==> src/rtl/spi_pkg.sv <==
// rtl/spi_pkg.sv - shared constants for the SPI slave register-bus controller.
package spi_pkg;

  localparam logic [2:0] S_IDLE    = 3'd0;
  localparam logic [2:0] S_RD_ACC  = 3'd1;
  localparam logic [2:0] S_RD_HOLD = 3'd2;
  localparam logic [2:0] S_WR_ARM  = 3'd3;
  localparam logic [2:0] S_WR_ACC  = 3'd4;

  localparam int ST_WR    = 2;
  localparam int ST_BURST = 1;

  localparam int ERR_RD_LATE = 0;
  localparam int ERR_TMO     = 1;
  localparam int ERR_OVR     = 2;

  localparam logic [15:0] RD_TMO_VAL = 16'hFFFF;

  typedef logic [2:0] err_t;

endpackage

==> src/rtl/spi_sync2.sv <==
// rtl/spi_sync2.sv - two-flop synchroniser with a parameterised reset value.
module spi_sync2 #(
  parameter logic RST_VAL = 1'b1
) (
  input  logic clk_i,
  input  logic rst_i,
  input  logic d_i,
  output logic q_o
);

  logic meta_q;
  logic sync_q;

  always_ff @(posedge clk_i or posedge rst_i) begin
    if (rst_i) begin
      meta_q <= RST_VAL;
      sync_q <= RST_VAL;
    end else begin
      meta_q <= d_i;
      sync_q <= meta_q;
    end
  end

  assign q_o = sync_q;

endmodule

==> src/rtl/spi_bus_ctrl.sv <==
// rtl/spi_bus_ctrl.sv - sequences register-bus reads/writes for SPI frames.
// Optional per-access timeout is enabled by defining SPI_BUS_TIMEOUT_EN.
module spi_bus_ctrl
  import spi_pkg::*;
#(
  parameter int ADDR_W      = 20,
  parameter int TIMEOUT_CYC = 255
) (
  input  logic              clk,
  input  logic              reset,
  input  logic              cs_n,
  input  logic              address_ready,
  input  logic              data_ready,
  input  logic              miso_start,
  input  logic [19:0]       spi_addr,
  input  logic [3:0]        spi_status,
  input  logic [15:0]       spi_wdata,
  output logic [15:0]       rdata,
  output logic              bus_req,
  output logic              bus_we,
  output logic [ADDR_W-1:0] bus_addr,
  output logic [15:0]       bus_wdata,
  input  logic              bus_ack,
  input  logic [15:0]       bus_rdata,
  output logic              busy,
  output logic [2:0]        err
);

  logic              cs_s;
  logic [2:0]        state_q, state_d;
  logic [ADDR_W-1:0] addr_q, addr_d;
  logic              burst_q, burst_d;
  logic [15:0]       rdata_q, rdata_d;
  logic              req_q, req_d;
  logic              we_q, we_d;
  logic [15:0]       wdata_q, wdata_d;
  err_t              err_q, err_d;
  logic              done;
  logic              tmo_hit;
  logic              unused_status;

  assign unused_status = spi_status[3] ^ spi_status[0];

  spi_sync2 #(.RST_VAL(1'b1)) u_cs_sync (
    .clk_i (clk),
    .rst_i (reset),
    .d_i   (cs_n),
    .q_o   (cs_s)
  );

`ifdef SPI_BUS_TIMEOUT_EN
  localparam int CNT_W = ($clog2(TIMEOUT_CYC + 1) > 8) ? $clog2(TIMEOUT_CYC + 1) : 8;
  logic [CNT_W-1:0] cnt_q;

  // Counter idles at zero whenever no request is outstanding, so it restarts on every access.
  always_ff @(posedge clk or posedge reset) begin
    if (reset) cnt_q <= '0;
    else if (req_q && !done) cnt_q <= cnt_q + CNT_W'(1);
    else cnt_q <= '0;
  end

  assign tmo_hit = req_q && (cnt_q == CNT_W'(TIMEOUT_CYC - 1));
`else
  localparam int unused_tmo_cyc = TIMEOUT_CYC;
  assign tmo_hit = 1'b0;
`endif

  always_comb begin
    state_d = state_q;
    addr_d  = addr_q;
    burst_d = burst_q;
    rdata_d = rdata_q;
    req_d   = req_q;
    we_d    = we_q;
    wdata_d = wdata_q;
    err_d   = err_q;
    done    = 1'b0;
    case (state_q)
      S_IDLE: begin
        if (address_ready && !cs_s) begin
          addr_d  = spi_addr[ADDR_W-1:0];
          burst_d = spi_status[ST_BURST] & spi_status[ST_WR];
          err_d   = '0;
          if (spi_status[ST_WR]) begin
            state_d = S_WR_ARM;
          end else begin
            state_d = S_RD_ACC;
            req_d   = 1'b1;
            we_d    = 1'b0;
          end
        end
      end
      S_RD_ACC: begin
        if (miso_start) err_d[ERR_RD_LATE] = 1'b1;
        if (bus_ack) begin
          rdata_d = bus_rdata;
          done    = 1'b1;
        end else if (tmo_hit) begin
          rdata_d        = RD_TMO_VAL;
          err_d[ERR_TMO] = 1'b1;
          done           = 1'b1;
        end
        if (done) begin
          req_d   = 1'b0;
          state_d = cs_s ? S_IDLE : S_RD_HOLD;
        end
      end
      S_RD_HOLD: begin
        if (cs_s) state_d = S_IDLE;
      end
      S_WR_ARM: begin
        if (cs_s) begin
          state_d = S_IDLE;
        end else if (data_ready) begin
          wdata_d = spi_wdata;
          req_d   = 1'b1;
          we_d    = 1'b1;
          state_d = S_WR_ACC;
        end
      end
      S_WR_ACC: begin
        if (data_ready) err_d[ERR_OVR] = 1'b1;
        if (bus_ack) begin
          done = 1'b1;
        end else if (tmo_hit) begin
          err_d[ERR_TMO] = 1'b1;
          done           = 1'b1;
        end
        if (done) begin
          req_d = 1'b0;
          if (burst_q && !cs_s) begin
            addr_d  = addr_q + ADDR_W'(1);
            state_d = S_WR_ARM;
          end else begin
            state_d = S_IDLE;
          end
        end
      end
      default: state_d = S_IDLE;
    endcase
  end

  always_ff @(posedge clk or posedge reset) begin
    if (reset) begin
      state_q <= S_IDLE;
      addr_q  <= '0;
      burst_q <= 1'b0;
      rdata_q <= '0;
      req_q   <= 1'b0;
      we_q    <= 1'b0;
      wdata_q <= '0;
      err_q   <= '0;
    end else begin
      state_q <= state_d;
      addr_q  <= addr_d;
      burst_q <= burst_d;
      rdata_q <= rdata_d;
      req_q   <= req_d;
      we_q    <= we_d;
      wdata_q <= wdata_d;
      err_q   <= err_d;
    end
  end

  assign rdata     = rdata_q;
  assign bus_req   = req_q;
  assign bus_we    = we_q;
  assign bus_addr  = addr_q;
  assign bus_wdata = wdata_q;
  assign busy      = (state_q != S_IDLE);
  assign err       = err_q;

endmodule

==> config.mk <==
export PLATFORM = sky130hd
export DESIGN_NAME = spi_bus_ctrl
export DESIGN_NICKNAME = d
export VERILOG_FILES = /design/src/rtl/spi_pkg.sv /design/src/rtl/spi_sync2.sv /design/src/rtl/spi_bus_ctrl.sv
export SDC_FILE = /design/constraint.sdc
export NUM_CORES = 1
export LEC_CHECK = 0
export CAP_MARGIN = 20
export CORE_ASPECT_RATIO = 0.5
export CORE_MARGIN = 2
export CORE_UTILIZATION = 31
export CTS_BUF_LIST = sky130_fd_sc_hd__clkbuf_8 sky130_fd_sc_hd__clkbuf_16
export CTS_CLUSTER_DIAMETER = 80
export DETAILED_ROUTE_END_ITERATION = 10
export SLEW_MARGIN = 40
export SYNTH_ARGS = -nofsm -noshare
export SYNTH_HDL_FRONTEND = slang
export SYNTH_HIERARCHICAL = 1
export SYNTH_SLANG_ARGS = --single-unit
==> constraint.sdc <==
create_clock -name clk -period 3.8 [get_ports clk]
set_clock_uncertainty 0.1 [all_clocks]
set_input_delay 0.57 -clock clk [delete_from_list [all_inputs] [get_ports clk]]
set_output_delay 0.57 -clock clk [all_outputs]
set_load 0.02 [all_outputs]
==> results.py <==
metrics = {
    "pwr": {
        "p_int_mw": 2.341,
        "power.leakage_nw": 1.863,
        "power_mw": 3.702,
        "pwr-share-clk_pct": 21.7,
        "switching_share_pct": 36.77,
        "seqPwrFrac_pct": 34.4,
        "combPwrFrac_pct": 44.0,
        "p_sw_mw": 1.361,
        "peakVddDrop_mv": 0.2921,
        "cellPowerDensity_mw_per_mm2": 814.4,
    },
    "clock_network": {
        "cts_sinks": 62,
        "cts_hold_buffers": 0,
        "max-clock-path-buffers": 2,
        "ctsResizeCount": 0,
        "clock-root-buffer": "clkbuf_16",
        "clock_latency_ns": 0.33,
        "clk_pin_slew_worst_paths_ns": 0.05,
        "post_cts_buffers": 0,
        "cts_buffers": 9,
        "h-tree-depth": 3,
        "cts_tree": "yes",
    },
    "floorplan": {
        "dieArea_mm2": 0.01045,
        "dieHeight_um": 73.28,
        "start_util_pct": 31.71,
        "die-width_um": 142.6,
        "rows": 25,
        "fp.coreArea_mm2": 0.009384,
        "io_pins": 121,
    },
    "worst_setup_path": {
        "critPathMaxFanout": 17,
        "worst-endpoint-required_ns": 3.13,
        "critPathLaunchType": "register",
        "end_kind": "primary output",
        "cp_data_arrival_time_ns": 1.87,
        "crit_type": "reg -> out",
    },
    "job": {
        "drv_cap": 0,
    },
    "grt": {
        "grt_max_degree": 40,
        "grt_pass1_wl_mm": 13.54,
        "antenna_found_initial": 0,
        "grt_overflow_total": 0,
        "grt_pass1_vias": 2769,
        "grt_usage_pct": 16.57,
    },
    "cells_and_area": {
        "diodes": 0,
        "final_layout_size_suffix_gt1_share_pct": 13.33,
        "layout_common_cells": "clkdlybuf4s50_1 (117), dfrtp_1 (60), a21oi_1 (32)",
        "stdcell_count": 526,
        "finish.utilization_pct": 48.44,
        "final_common_cell": "clkdlybuf4s50_1",
        "area_delta_synth_final_pct": 52.78,
        "nets": 464,
    },
    "min_path": {
        "hold_path.class": "reg -> reg",
    },
    "timing": {
        "period_share_pct": 66.83,
        "maxSlewViolCount": 0,
        "finalSetupViolations": 0,
        "finalHoldViolCount": 0,
        "fin_crit_ns": 2.540,
        "maxSlewHeadroom_pct": 48.68,
        "rsz0062_at_grt": "false",
        "tightest_slew_ns": 0.7699,
        "tns_ns": 0,
        "fmaxAchievable_mhz": 393.7,
    },
    "yosys": {
        "ys.warnings.count": 6,
        "seq_area_frac_synth_pct": 52.23,
        "synth.distinct_cells": 52,
        "netlist_instances": 288,
        "synth_top_area_share_pct": 50.46,
        "synth_area_mm2": 0.002975,
        "synth_seq_cells": 62,
        "synth_top_area_cell": "dfrtp_1",
        "synth_fp_nets": 352,
        "async_flop_share_pct": 100.0,
        "synth_enable_flop_cells": 0,
        "syn_area_per_cell_um2": 10.33,
        "synth_flop_cell": "dfrtp_1",
        "synthTopCellsByArea": "dfrtp_1 (50%), mux2_2 (10%), a21oi_1 (5.4%)",
    },
    "drt": {
        "wirelength_mm": 8.292,
        "vias": 2732,
        "drc": 0,
        "first_iter_violations": 120,
        "drtPass1Iterations": 4,
        "postRouteAntennaNets": 0,
        "via_per_inst": 5.194,
        "avgRoutedWirePerCell_um": 15.76,
    },
    "placement": {
        "io_buffers": 117,
        "place_inst": 510,
        "routabilityCongestion": 0.7896,
        "dp_hpwl_mm": 5.840,
    },
    "outcome": {
        "status": "finished clean",
    },
}
[per-stage QoR]
| step | instance area, um2 | worst slack [ns] | hold slack (ns) |
|---|---|---|---|
| after global routing | 4546 | 1.192 | 0.2608 |
| after detailed placement | 4238 | 1.120 | 0.2468 |
| after floorplan | 2975 | 1.645 | 0.2452 |
| after global placement | 4238 | 1.149 | 0.2471 |
| after CTS | 4536 | 1.259 | 0.2542 |
| final | 4546 | 1.260 | 0.2537 |
[final timing paths]
path / from / to / slack [ns] / cells after the start
hold reg to reg: u_cs_sync/meta_q$_DFF_PP1_ / u_cs_sync/q_o$_DFF_PP1_ / 0.25 / 0
hold / removal: u_cs_sync/meta_q$_DFF_PP1_ / u_cs_sync/q_o$_DFF_PP1_ / 0.25 / 0
max in group asynchronous: reset / bus_addr[6]$_DFFE_PP0P_ / 2.26 / 3
setup reg to reg: bus_addr[0]$_DFFE_PP0P_ / bus_addr[14]$_DFFE_PP0P_ / 1.64 / 6
min in group asynchronous: reset / u_cs_sync/meta_q$_DFF_PP1_ / 0.53 / 2
setup / recovery: state_q[2]$_DFFE_PP0P_ / busy / 1.26 / 2
[layer usage]
metal	track usage (%)	up-vias	routed length [um]
met5	0	-	0
met4	3.630	0	83
met3	5.606	9	495
met2	29.22	88	4255
met1	20.00	1356	3457
li1	-	1279	-
[sequential cells by signal, summed over array words and instances, names as in the netlist]
signal	cells
bus_addr	20
bus_wdata	16
rdata	16
state_q	3
err	2
burst_q	1
bus_req	1
bus_we	1
u_cs_sync/meta_q	1
u_cs_sync/q_o	1
[layout make-up]
class	instances	area, um2
fill	880	4838
timing repair buffer	120	1194
tap	121	151.4
clock inverter	5	45.04
clock buffer	11	252.7
inverter	9	35.03
multi-input combinational	198	1314
sequential	62	1554
[kinds of logic (layout without fill, tap and decap cells)]
| group | after synthesis | count (layout) | synth area share [%] |
|---|---|---|---|
| AOI/OAI and AO/OA | 84 | 84 | 17.41 |
| adders and majority gates | 1 | 1 | 0.4205 |
| buffers and inverters | 28 | 145 | 4.079 |
| DFF | 62 | 62 | 52.23 |
| muxes | 33 | 33 | 12.45 |
| other | 1 | 1 | 0.1260 |
| and+or+nand+nor | 79 | 79 | 13.29 |
[synth_stat cells, drive strengths merged (2+ instances only)]
cell type	count
dfrtp	60
a21oi	33
mux2	32
nand2	28
o21ai	18
nor2	14
clkbuf	13
inv	9
nand3	9
nand4	7
o22ai	7
buf	6
a21o	4
nor3	4
a31oi	3
nor2b	3
o211ai	3
a2bb2oi	2
a41o	2
and4	2
dfstp	2
o32ai	2
or2	2
or3	2
[power by group through the flow]
stage	logic [mW]	clock network [mW]	registers [mW]
6_report	1.63	0.802	1.27
5_1_grt	1.74	0.867	1.32
4_1_cts	1.64	0.827	1.27
3_5_place_dp	1.64	0	1.28
3_3_place_gp	1.61	0	1.25
2_1_floorplan	0.527	0	1.56
[critical path, stage by stage, from the launching register on]
cell,delay [ns]
dfrtp_1,0.55
or3_1,0.44
clkdlybuf4s50_1,0.56
No activity file was read; power rests on OpenSTA's default activity.
